`src/rtl/seg_scan_n.sv`:
```
// seg_scan_n -- multiplexed seven-segment scanner for DIGITS common-select digits.
//
// Each scan clock drives one digit slot. Display data is double-buffered:
// a load goes to staging first. Staging is copied to the displayed (shadow)
// registers only when the scan wraps, so a frame never mixes old and new data.
// Each digit can blink, and seg/an are registered together.
//
// Optional feature: define SEG_LZB_EN to blank leading zeros. A leading digit
// is blanked when its nibble is 0 and its dp is off. Digit 0 is never blanked.
//
// Ports:
//   clk_1kHz    in   scan clock, one digit slot per cycle
//   rst_        in   asynchronous active-low reset
//   load        in   strobe: capture bin/dpin/en/blink
//   bin         in   4*DIGITS packed hex nibbles, digit i = bin[4i+3:4i]
//   dpin        in   DIGITS decimal points, 1 = lit
//   en          in   DIGITS digit enables, 1 = may light
//   blink       in   DIGITS blink mask, 1 = blinks
//   pending     out  staged data waiting for the next frame boundary
//   frame_done  out  high while digit DIGITS-1 is being driven
//   seg         out  {dp, a, b, c, d, e, f, g}, 1 = lit
//   an          out  DIGITS one-hot digit select, active-high (all 0 when dark)
module seg_scan_n #(
  parameter int DIGITS    = 4,
  parameter int BLINK_DIV = 500
) (
  input  logic                  clk_1kHz,
  input  logic                  rst_,
  input  logic                  load,
  input  logic [4*DIGITS-1:0]   bin,
  input  logic [DIGITS-1:0]     dpin,
  input  logic [DIGITS-1:0]     en,
  input  logic [DIGITS-1:0]     blink,
  output logic                  pending,
  output logic                  frame_done,
  output logic [7:0]            seg,
  output logic [DIGITS-1:0]     an
);

  localparam int CW = $clog2(DIGITS);
  localparam int BW = $clog2(BLINK_DIV);
  localparam logic [CW-1:0] CNT_LAST   = CW'(DIGITS - 1);
  localparam logic [BW-1:0] BLINK_LAST = BW'(BLINK_DIV - 1);

  logic [CW-1:0]       cnt;
  logic [BW-1:0]       bdiv;
  logic                phase;
  logic                wrap;

  logic [4*DIGITS-1:0] sh_bin, st_bin;
  logic [DIGITS-1:0]   sh_dp, sh_en, sh_blink;
  logic [DIGITS-1:0]   st_dp, st_en, st_blink;

  logic [DIGITS-1:0]   blank;
  logic [3:0]          cur_nib;
  logic                cur_dp, cur_en, cur_blink, cur_blank, lit;
  logic [7:0]          seg_next;
  logic [DIGITS-1:0]   an_next;

  function automatic logic [6:0] hex7(input logic [3:0] v);
    case (v)
      4'h0: hex7 = 7'b1111110;
      4'h1: hex7 = 7'b0110000;
      4'h2: hex7 = 7'b1101101;
      4'h3: hex7 = 7'b1111001;
      4'h4: hex7 = 7'b0110011;
      4'h5: hex7 = 7'b1011011;
      4'h6: hex7 = 7'b1011111;
      4'h7: hex7 = 7'b1110000;
      4'h8: hex7 = 7'b1111111;
      4'h9: hex7 = 7'b1111011;
      4'hA: hex7 = 7'b1110111;
      4'hB: hex7 = 7'b0011111;
      4'hC: hex7 = 7'b1001110;
      4'hD: hex7 = 7'b0111101;
      4'hE: hex7 = 7'b1001111;
      default: hex7 = 7'b1000111;
    endcase
  endfunction

  // The frame boundary is the edge on which the scan wraps back to digit 0.
  assign wrap = (cnt == CNT_LAST);

  // Scan counter and free-running blink divider. These two are deliberately
  // unrelated, so a phase change can land in the middle of a frame.
  always_ff @(posedge clk_1kHz or negedge rst_) begin
    if (!rst_) begin
      cnt   <= '0;
      bdiv  <= '0;
      phase <= 1'b0;
    end else begin
      cnt <= wrap ? '0 : cnt + 1'b1;
      if (bdiv == BLINK_LAST) begin
        bdiv  <= '0;
        phase <= ~phase;
      end else begin
        bdiv <= bdiv + 1'b1;
      end
    end
  end

  // Staging and shadow registers. A load on the wrap edge goes straight to
  // the shadow registers, and staging is bypassed. At that edge, any older
  // staged data is superseded.
  always_ff @(posedge clk_1kHz or negedge rst_) begin
    if (!rst_) begin
      st_bin   <= '0;
      st_dp    <= '0;
      st_en    <= '0;
      st_blink <= '0;
      sh_bin   <= '0;
      sh_dp    <= '0;
      sh_en    <= '0;
      sh_blink <= '0;
      pending  <= 1'b0;
    end else if (wrap) begin
      if (load) begin
        sh_bin   <= bin;
        sh_dp    <= dpin;
        sh_en    <= en;
        sh_blink <= blink;
      end else if (pending) begin
        sh_bin   <= st_bin;
        sh_dp    <= st_dp;
        sh_en    <= st_en;
        sh_blink <= st_blink;
      end
      pending <= 1'b0;
    end else if (load) begin
      st_bin   <= bin;
      st_dp    <= dpin;
      st_en    <= en;
      st_blink <= blink;
      pending  <= 1'b1;
    end
  end

`ifdef SEG_LZB_EN
  // Walk down from the most significant digit. The zero run continues only
  // while each digit has a zero nibble and its dp is off. Digit 0 is excluded.
  always_comb begin
    logic run;
    blank = '0;
    run   = 1'b1;
    for (int i = DIGITS - 1; i >= 1; i--) begin
      run      = run && (sh_bin[4*i +: 4] == 4'h0) && !sh_dp[i];
      blank[i] = run;
    end
  end
`else
  assign blank = '0;
`endif

  // Select the attributes of the digit in the current slot.
  always_comb begin
    cur_nib   = 4'h0;
    cur_dp    = 1'b0;
    cur_en    = 1'b0;
    cur_blink = 1'b0;
    cur_blank = 1'b0;
    for (int i = 0; i < DIGITS; i++) begin
      if (cnt == CW'(i)) begin
        cur_nib   = sh_bin[4*i +: 4];
        cur_dp    = sh_dp[i];
        cur_en    = sh_en[i];
        cur_blink = sh_blink[i];
        cur_blank = blank[i];
      end
    end
  end

  assign lit      = cur_en && !(phase && cur_blink) && !cur_blank;
  assign seg_next = lit ? {cur_dp, hex7(cur_nib)} : 8'h00;
  assign an_next  = lit ? (DIGITS'(1) << cnt) : '0;

  // seg, an and frame_done are registered from the same slot, so they stay aligned.
  always_ff @(posedge clk_1kHz or negedge rst_) begin
    if (!rst_) begin
      seg        <= 8'h00;
      an         <= '0;
      frame_done <= 1'b0;
    end else begin
      seg        <= seg_next;
      an         <= an_next;
      frame_done <= wrap;
    end
  end

endmodule

```
`config.mk`:
```
export PLATFORM = sky130hd
export DESIGN_NAME = seg_scan_n
export DESIGN_NICKNAME = d
export VERILOG_FILES = /design/src/rtl/seg_scan_n.sv
export SDC_FILE = /design/constraint.sdc
export NUM_CORES = 1
export LEC_CHECK = 0
export ABC_CLOCK_PERIOD_IN_PS = 4000
export CORE_MARGIN = 1
export CORE_UTILIZATION = 49
export CTS_BUF_LIST = sky130_fd_sc_hd__clkbuf_4
export CTS_CLUSTER_SIZE = 16
export DETAILED_ROUTE_END_ITERATION = 10
export HOLD_SLACK_MARGIN = 0.05
export PLACE_DENSITY = 0.75
export SLEW_MARGIN = 20
export SYNTH_ARGS = -nofsm -noshare
export SYNTH_HDL_FRONTEND = slang
export SYNTH_SLANG_ARGS = --single-unit
```
`constraint.sdc`:
```
create_clock -name clk_1kHz -period 4 [get_ports clk_1kHz]
set_input_delay 0.8 -clock clk_1kHz [delete_from_list [all_inputs] [get_ports clk_1kHz]]
set_output_delay 0.8 -clock clk_1kHz [all_outputs]
set_load 0.05 [all_outputs]
```
# Word level (Yosys, flattened, before mapping)
# Memories as Yosys holds them, arrays and structs flattened.
# Index checks and enable logic that the tools add are counted.
# W data, S select, Z words.
# word_totals
reg_bits	82
mem_bits_ro	112
in_bits	31
output_inout_bits	14
n_memories	1
# op_classes
n_addsub	2
eq_ne	4
shift	1
n_mux	30
n_bitwise	2
reduce_logical	8
# mem_list
memory	words	width	rd	rd_ports_with_merged_regs	write_ports	line_no	source
(no name shown)	16	7	1	0	0	61	case (v)
# ops
operator	count
$mux W4	11
$mux W16	2
$mux W1	14
$add A9 B1 Y9 const B	1
$eq A9 B9 Y1 const B	1
$mux W9	1
$mux W8	1
$eq A2 B2 Y1 const B	2
$reduce_and A2 Y1	2
$reduce_bool A2 Y1	2
$shl A1 B2 Y4 const A	1
$add A2 B1 Y2 const B	1
$eq A2 B1 Y1 const B	1
$logic_and A1 B1 Y1	2
$logic_not A2 Y1	1
$mux W2	1
$not A1 Y1	2
$logic_not A1 Y1	1

# Longest topological paths before layout
# Gate-level depths: netlist of the first run.
# logic_depth
depth_word	9
depth_mapped	11
depth_no_buf	10

# Least setup slack after synthesis of the first run
# Ideal clock, no wire load.
# synth_path
kind	register to register
from	register cnt[0]
to	register seg[0]
setup_time_ps	104
arrival_time_ps	2342
t_required_ps	3896
setup_slack_ps	1554
path_stages_with_launch	11
path_buffers	1
path_cell_list	dfrtp_1 inv_1 ha_1 nor2b_1 buf_4 a221o_1 a22oi_1 inv_1 ha_1 mux2_2 a221oi_1
# synth_via
elab_chain_cells	9
elab_cells_between_ends	21
classes_between	eq/ne (3); mux (13); reduce/logical (4); memory (1)
# synth_lines
element	line_no	source
start: declaration	45	logic [CW-1:0] cnt;
start signal: assignment	92	cnt <= wrap ? '0 : cnt + 1'b1;
parallel branches: the longest is 8 deep, another holds $mem_v2 Z16 W7	--	
$mux W8 *	173	assign seg_next = lit ? {cur_dp, hex7(cur_nib)} : 8'h00;
via seg_next[0]	57	logic [7:0] seg_next;
end signal: assignment	183	seg <= seg_next;
end: declaration	36	output logic [7:0] seg,
# Mark *: on every way through the listed nets, which the timed path passes.
# A chain may end at the register's enable or synchronous reset.

# Final worst setup path of the first run
# layout_path
from	register cnt[1]
to	register seg[0]
# Same word-level chain as after synthesis.

==> results.txt, run 1 <==
----------------------------------------------------
[Floorplanning]
  I/O Pins ... 45
  Chip height ... 90.2 um
  Die area ... 8130 um^2
  Horizontal extent of the die ... 90.2 um
  Number of placement rows ... 31
  Initial Utilization ... 0.517
  Total core area ... 7370 um^2

[Yosys]
  Number of synthesized register bits ... 82
  Post-synthesis cell type count ... 47
  Share of synthesized area occupied by flip-flops and latches ... 0.539
  Combined area of all synthesized cells ... 3810 um^2
  Synth Instances ... 331
  Dominant cell by count in the synthesized netlist ... sky130_fd_sc_hd__dfrtp_1
  Number of enable flip-flop cells after synthesis ... 0
  Synth top cells by count ... sky130_fd_sc_hd__dfrtp_1 (82), sky130_fd_sc_hd__nand2_1 (37), sky130_fd_sc_hd__o21ai_0 (36)
  Cell type with the highest aggregate area in the netlist ... sky130_fd_sc_hd__dfrtp_1
  Top FF cell, synth ... sky130_fd_sc_hd__dfrtp_1
  Post-synth ARST share ... 1.00
  Synth Area per Inst ... 11.5 um^2
  Synth warnings ... 0
  Nets in the synthesized netlist ... 373
  Synth top area cells ... sky130_fd_sc_hd__dfrtp_1 (54%), sky130_fd_sc_hd__mux2_2 (8.9%), sky130_fd_sc_hd__mux2i_1 (7.4%), sky130_fd_sc_hd__o21ai_0 (4.7%), sky130_fd_sc_hd__nand2_1 (3.6%)
  Yosys top cell area share ... 0.539

[Power and ir drop]
  Net Switching ... 517 uW
  Maximum vdd drop ... 0.200 mV
  Clock power frac ... 0.298
  Areal power density over the cells ... 409 nW/um^2
  Leakage power ... 2.00 nW
  Relative contribution of combinational cells to total power ... 0.183
  Internal ... 1.31 mW
  Overall power after layout ... 1.82 mW
  Fraction of power consumed by sequential logic ... 0.519
  Fraction of power spent switching nets ... 0.283

[Detailed routing]
  Wire length per cell ... 14.8 um
  Met3 wirelength from detailed routing ... 305 um
  Length of the first detailed-routing pass in iterations ... 4
  Wire length after detailed routing ... 7.04 mm
  Number of vias per cell ... 5.40
  DRC viols ... 0
  Met2 layer wire length in the routed design ... 3.22 mm
  Number of nets with antenna violations after routing ... 0
  Met1 WL ... 3.39 mm
  Total via count after detailed routing ... 2563
  Topmost layer with routed signal wires ... met4
  Number of design-rule violations left by the first detailed-router iteration ... 154

[GRT]
  Wire length of the first global-routing pass ... 12.2 mm
  Number of antenna violations at the first check in global routing ... 0
  Largest net degree at the start of global routing ... 83
  GRT overflow ... 0
  Via count of the first global-routing pass ... 2591
  Overall Global Routing Usage ... 0.190

[Timing]
  Fraction of the cycle the final worst path needs ... 0.754
  Setup repair after global routing missed its margin ... no
  Min Tclk post-route ... 3.02 ns
  Post-Route Skew ... 0.0138 ns
  Max-slew headroom ... 0.409
  Setup TNS ... 0 ns
  Actual slew at the worst max-slew pin ... 0.886 ns
  Highest achievable clock rate ... 0.331 GHz
  Number of pins exceeding their max-slew limit in the final report ... 0
  Final hold violation count ... 0
  Setup-violating endpoint count in the final report ... 0

[Clocking]
  Quantity of gates resized following cts ... 0
  Clock Tree Buf Depth ... 2
  Worst-skew pair later-pin latency ... 0.44 ns
  Number of hold buffers added after cts ... 0
  Number of buffers inserted during clock tree synthesis ... 9
  TritonCTS clock tree ... done
  Max H-tree Level ... 3
  Root cell of the clock tree ... sky130_fd_sc_hd__clkbuf_4
  Setup Buffers After CTS ... 0
  Clock transition at the register clock pins on the worst setup and hold paths after CTS ... 0.13 ns
  # clock sinks ... 82

[Final layout]
  Filler instances ... 616
  Share of post-route cells with drive strength above 1 ... 0.162
  Total inserted antenna cells ... 0
  Post-layout net count ... 413
  Layout-stage area growth over the synthesis result ... 17.0%

[Critical path]
  Startpoint class of the critical path ... flip-flop
  Type of destination of the critical path ... flip-flop
  Critical path, cell by cell ... inv_1 > ha_1 > nor2b_1 > a221o_1 > a22oi_1 > inv_1 > ha_1 > mux2_2 > a221oi_1
  Maximum fanout along the worst path ... 11
  Crit path DAT ... 3.36 ns
  Crit path required time ... 4.35 ns
  CP Class ... reg2reg
  Worst reg2reg endpoint ... seg[0]
  Critical path's slowest cell ... sky130_fd_sc_hd__dfrtp_1
  Worst flop-to-flop path startpoint ... cnt[1]
  R2R cell count ... 9
  Register-to-register setup slack ... 0.98 ns
  Biggest cell delay along the critical path ... 0.42 ns

[Placed design]
  Number of port buffers ... 44
  Placer's final routability congestion estimate ... 0.877
  Half-perimeter wire length of the detailed placement result ... 4.85 mm

[Status]
  Outcome ... finished, final reports clean

[Hold path]
  Class of the tightest hold or removal check ... in2async

[Job]
  Reported max-cap violation count ... 0

----------------------------------------------------
[power by group through the flow]
stage | Sequential, mW | Combinational [mW] | Clock, mW
after floorplan | 1.02 | 0.153 | 0
after global placement | 0.962 | 0.327 | 0
after detailed placement | 0.964 | 0.333 | 0
after CTS | 0.947 | 0.335 | 0.557
after global routing | 0.957 | 0.362 | 0.587
final | 0.947 | 0.334 | 0.543
[layout by cell type, fill, tap and decap left out, drive strengths merged, types with 4 or more instances in the layout]
master         instances
mux2                  30
a221oi                 4
dfrtp                 82
ha                    11
o21ai                 36
clkbuf                 9
a211oi                 5
clkdlybuf4s50         42
nor2b                  4
nand3                  7
nor3                   6
buf                    4
nand2                 37
mux2i                 28
inv                    8
and2                   4
a21oi                  8
nor2                  14
[how the worst max path moves through the flow]
stage	startpoint	end	slack [ns]
2_1_floorplan	cnt[0]	seg[0]	1.55
3_3_place_gp	load	st_en[2]	1.23
3_5_place_dp	cnt[1]	seg[0]	1.09
4_1_cts	cnt[1]	seg[0]	1.06
5_1_grt	cnt[1]	seg[0]	0.75
6_report	cnt[1]	seg[0]	0.98
[critical path: cells and delay by family, from the launching register on]
| family | cells | cell delay [ns] |
|---|---|---|
| AOI/OAI and AO/OA | 3 | 1.00 |
| adders and majority gates | 2 | 0.71 |
| DFF | 1 | 0.42 |
| muxes | 1 | 0.28 |
| buffers and inverters | 2 | 0.27 |
| and+or+nand+nor | 1 | 0.25 |
[layer usage]
metal,up-vias,GRT usage
li1,1254,-
met1,1242,0.256
met2,56,0.298
met3,11,0.0355
met4,0,0.0847
met5,-,0
[logic make-up after synthesis]
| logic type | after synthesis | share of synthesized area |
|---|---|---|
| compound gates | 67 | 0.112 |
| xor+xnor | 4 | 0.00920 |
| buf+inv | 24 | 0.0315 |
| mux | 58 | 0.162 |
| simple gates | 85 | 0.110 |
| fa+ha+maj | 11 | 0.0361 |
| flops | 82 | 0.539 |
[state kept, by name, indices dropped and copies added (netlist names), 4 cells and up]
register,count
st_bin,16
sh_dp,4
sh_blink,4
sh_en,4
st_en,4
bdiv,9
st_blink,4
an,4
st_dp,4
sh_bin,16
seg,8
[final cells by class]
cell class | count | area (um^2) | share of cell area
tap | 99 | 124 | 0.0278
clock inverter | 7 | 92.6 | 0.0208
sequential | 82 | 2050 | 0.460
clock buffer | 9 | 67.6 | 0.0152
multi-input combinational | 225 | 1640 | 0.369
inverter | 7 | 26.3 | 0.00590
timing repair buffer | 46 | 452 | 0.101
[metrics by stage]
stage / std cells / utilization / setup WS (ns) / hold slack (ns) / instance area [um^2]
final: 475 / 0.605 / 0.983 / 0.367 / 4460
after global routing: 475 / 0.605 / 0.749 / 0.434 / 4460
after CTS: 475 / 0.604 / 1.06 / 0.501 / 4450
after detailed placement: 459 / 0.583 / 1.09 / 0.472 / 4290
after global placement: 459 / 0.583 / 1.23 / 0.457 / 4290
after floorplan: 331 / - / 1.55 / 0.441 / 3810
Power figures use the tool's default switching activity.
==> run 2: changes to the inputs <==
--- a/config.mk
+++ b/config.mk
@@ -5,14 +5,14 @@
 export SDC_FILE = /design/constraint.sdc
 export NUM_CORES = 1
 export LEC_CHECK = 0
-export ABC_CLOCK_PERIOD_IN_PS = 4000
+export ABC_CLOCK_PERIOD_IN_PS = 2670
 export CORE_MARGIN = 1
 export CORE_UTILIZATION = 49
 export CTS_BUF_LIST = sky130_fd_sc_hd__clkbuf_4
 export CTS_CLUSTER_SIZE = 16
 export DETAILED_ROUTE_END_ITERATION = 10
 export HOLD_SLACK_MARGIN = 0.05
-export PLACE_DENSITY = 0.75
+export PLACE_DENSITY = 0.78
 export SLEW_MARGIN = 20
 export SYNTH_ARGS = -nofsm -noshare
 export SYNTH_HDL_FRONTEND = slang
==> constraint.sdc (replaced) <==
create_clock -name clk_1kHz -period 2.67 [get_ports clk_1kHz]
set_input_delay 0.534 -clock clk_1kHz [delete_from_list [all_inputs] [get_ports clk_1kHz]]
set_output_delay 0.534 -clock clk_1kHz [all_outputs]
set_load 0.05 [all_outputs]
==> results.txt, run 2 (same netlist as run 1, synthesis figures left out) <==
----------------------------------------------------
[Status]
  Outcome ... finished, final reports clean

[Detailed routing]
  Length of the first detailed-routing pass in iterations ... 4 (unchanged)
  Total via count after detailed routing ... 2631 (+2.7%)
  Wire length after detailed routing ... 7.10 mm (+0.82%)
  Wire length per cell ... 14.8 um (-0.43%)
  Number of nets with antenna violations after routing ... 0 (unchanged)
  DRC viols ... 0 (unchanged)
  Number of design-rule violations left by the first detailed-router iteration ... 138 (-10%)
  Number of vias per cell ... 5.47 (+1.4%)

[Clocking]
  Root cell of the clock tree ... sky130_fd_sc_hd__clkbuf_4
  Clock Tree Buf Depth ... 2 (unchanged)
  Quantity of gates resized following cts ... 0 (unchanged)
  Number of hold buffers added after cts ... 0 (unchanged)
  # clock sinks ... 82 (unchanged)
  Max H-tree Level ... 3 (unchanged)
  Clock transition at the register clock pins on the worst setup and hold paths after CTS ... 0.13 ns (about the same)
  TritonCTS clock tree ... done
  Number of buffers inserted during clock tree synthesis ... 9 (unchanged)
  Worst-skew pair later-pin latency ... 0.42 ns (-0.02 ns)
  Setup Buffers After CTS ... 0 (unchanged)

[Floorplanning]
  Die area ... 8130 um^2 (unchanged)
  Initial Utilization ... 0.517 (unchanged)
  Chip height ... 90.2 um (unchanged)
  Number of placement rows ... 31 (unchanged)
  Total core area ... 7370 um^2 (unchanged)
  Horizontal extent of the die ... 90.2 um (unchanged)
  I/O Pins ... 45 (unchanged)

[Critical path]
  R2R cell count ... 9 (unchanged)
  Type of destination of the critical path ... flip-flop
  Crit path DAT ... 2.64 ns (-0.72 ns)
  Startpoint class of the critical path ... flip-flop
  Crit path required time ... 2.99 ns (-1.36 ns)
  Register-to-register setup slack ... 0.35 ns (-0.64 ns)
  Worst reg2reg endpoint ... seg[0]
  Maximum fanout along the worst path ... 4 (-7)
  Worst flop-to-flop path startpoint ... cnt[0]
  CP Class ... reg2reg

[Timing]
  Actual slew at the worst max-slew pin ... 0.703 ns (-0.183 ns)
  Setup repair after global routing missed its margin ... no
  Min Tclk post-route ... 2.32 ns (-0.693 ns)
  Setup TNS ... 0 ns (unchanged)
  Highest achievable clock rate ... 0.430 GHz (+30%)
  Fraction of the cycle the final worst path needs ... 0.870 (+0.116)
  Post-Route Skew ... 0.0171 ns (+0.00328 ns)
  Final setup slack of the worst path ... 0.346 ns (-0.637 ns)
  Final hold violation count ... 0 (unchanged)
  Setup-violating endpoint count in the final report ... 0 (unchanged)
  Number of pins exceeding their max-slew limit in the final report ... 0 (unchanged)
  Max-slew headroom ... 0.527 (+0.118)

[GRT]
  Overall Global Routing Usage ... 0.193 (+0.00294)
  Via count of the first global-routing pass ... 2569 (-0.85%)
  Largest net degree at the start of global routing ... 57 (-31%)
  Wire length of the first global-routing pass ... 12.3 mm (+1.1%)
  GRT overflow ... 0 (unchanged)
  Number of antenna violations at the first check in global routing ... 0 (unchanged)

[Final layout]
  Cell area after layout ... 4480 um^2 (+0.62%)
  Largest registers ... sh_bin x16, st_bin x16, bdiv x9
  Area of all sequential standard cells ... 2050 um^2 (unchanged)
  Total inserted antenna cells ... 0 (unchanged)
  Area taken by multi-input logic gates ... 1640 um^2 (unchanged)
  Layout-stage area growth over the synthesis result ... 17.7%
  Filler instances ... 597 (-3.1%)
  Post-layout net count ... 420 (+1.7%)
  Finished Core Util ... 0.608 (+0.00373)
  Share of post-route cells with drive strength above 1 ... 0.175 (+0.0132)
  Leading cell types in the layout, fill and taps excluded ... sky130_fd_sc_hd__dfrtp_1 (82), sky130_fd_sc_hd__clkdlybuf4s50_1 (42), sky130_fd_sc_hd__nand2_1 (37)
  Most common cell after layout, fill and taps aside ... sky130_fd_sc_hd__dfrtp_1

[Power and ir drop]
  Areal power density over the cells ... 583 nW/um^2 (+42%)
  Leakage power ... 2.02 nW (+1.1%)
  Overall power after layout ... 2.61 mW (+43%)
  Maximum vdd drop ... 0.377 mV (+88%)

[Placed design]
  Pre-CTS setup slack ... 0.368 ns (-0.724 ns)
  Number of port buffers ... 44 (unchanged)
  Half-perimeter wire length of the detailed placement result ... 5.13 mm (+5.8%)
  Placer's final routability congestion estimate ... 0.835 (-4.8%)
  Area after DPL ... 4360 um^2 (+1.5%)

[Hold path]
  Class of the tightest hold or removal check ... in2async

[Job]
  Reported max-cap violation count ... 0 (unchanged)

----------------------------------------------------
## run 2: cell types whose count changed in the layout (fill, tap and decap cells not counted)
cell,change
sky130_fd_sc_hd__buf_12,+1
sky130_fd_sc_hd__clkinv_2,+1
sky130_fd_sc_hd__buf_4,+7
sky130_fd_sc_hd__buf_6,-1
sky130_fd_sc_hd__bufinv_16,-1
sky130_fd_sc_hd__inv_6,-1
## run 2: worst max-delay path, cell delays in order, from the launching register on
cell and delay [ns]:
sky130_fd_sc_hd__dfrtp_1 0.41, sky130_fd_sc_hd__inv_1 0.08, sky130_fd_sc_hd__ha_1 0.22, sky130_fd_sc_hd__nor2b_1 0.15, sky130_fd_sc_hd__a221o_1 0.29, sky130_fd_sc_hd__a22oi_1 0.18
sky130_fd_sc_hd__inv_1 0.13, sky130_fd_sc_hd__ha_1 0.27, sky130_fd_sc_hd__mux2_2 0.28, sky130_fd_sc_hd__a221oi_1 0.23
## run 2: area by class of cell
cell class              instances  area share
clock buffers                   9      0.0151
clock inverters                 6      0.0131
inverters                       7     0.00586
multi-input cells             225       0.366
flip-flops and latches         82       0.458
well taps                      99      0.0276
repair buffers                 53       0.114
## run 2: through the flow
stage                     hold slack [ns]  std cells
final                               0.112        481
after global routing                0.143        481
after CTS                           0.107        481
after detailed placement            0.475        466
after global placement              0.462        466
after floorplan                     0.238        331
## run 2: routing by layer
layer / GRT usage / part of all wire / vias to the layer above
met5: 0 / 0 / -
met4: 0.0591 / 0.011 / 0
met3: 0.0491 / 0.037 / 9
met2: 0.291 / 0.46 / 49
met1: 0.273 / 0.49 / 1301
li1: - / - / 1272
## run 2: how the worst max path moves through the flow
| stage | startpoint | end | slack, ns | cells past startpoint |
|---|---|---|---|---|
| 6_report | cnt[0] | seg[0] | 0.35 | 9 |
| 2_1_floorplan | cnt[0] | seg[0] | 0.22 | 10 |
| 4_1_cts | cnt[0] | seg[0] | 0.35 | 9 |
| 3_3_place_gp | cnt[0] | seg[0] | 0.46 | 9 |
| 5_1_grt | cnt[0] | seg[0] | 0.10 | 9 |
| 3_5_place_dp | cnt[0] | seg[0] | 0.37 | 9 |
## run 2: report_power, final
part           internal, mW  switching [mW]
logic                 0.228           0.280
registers              1.36          0.0619
clock network         0.274           0.412
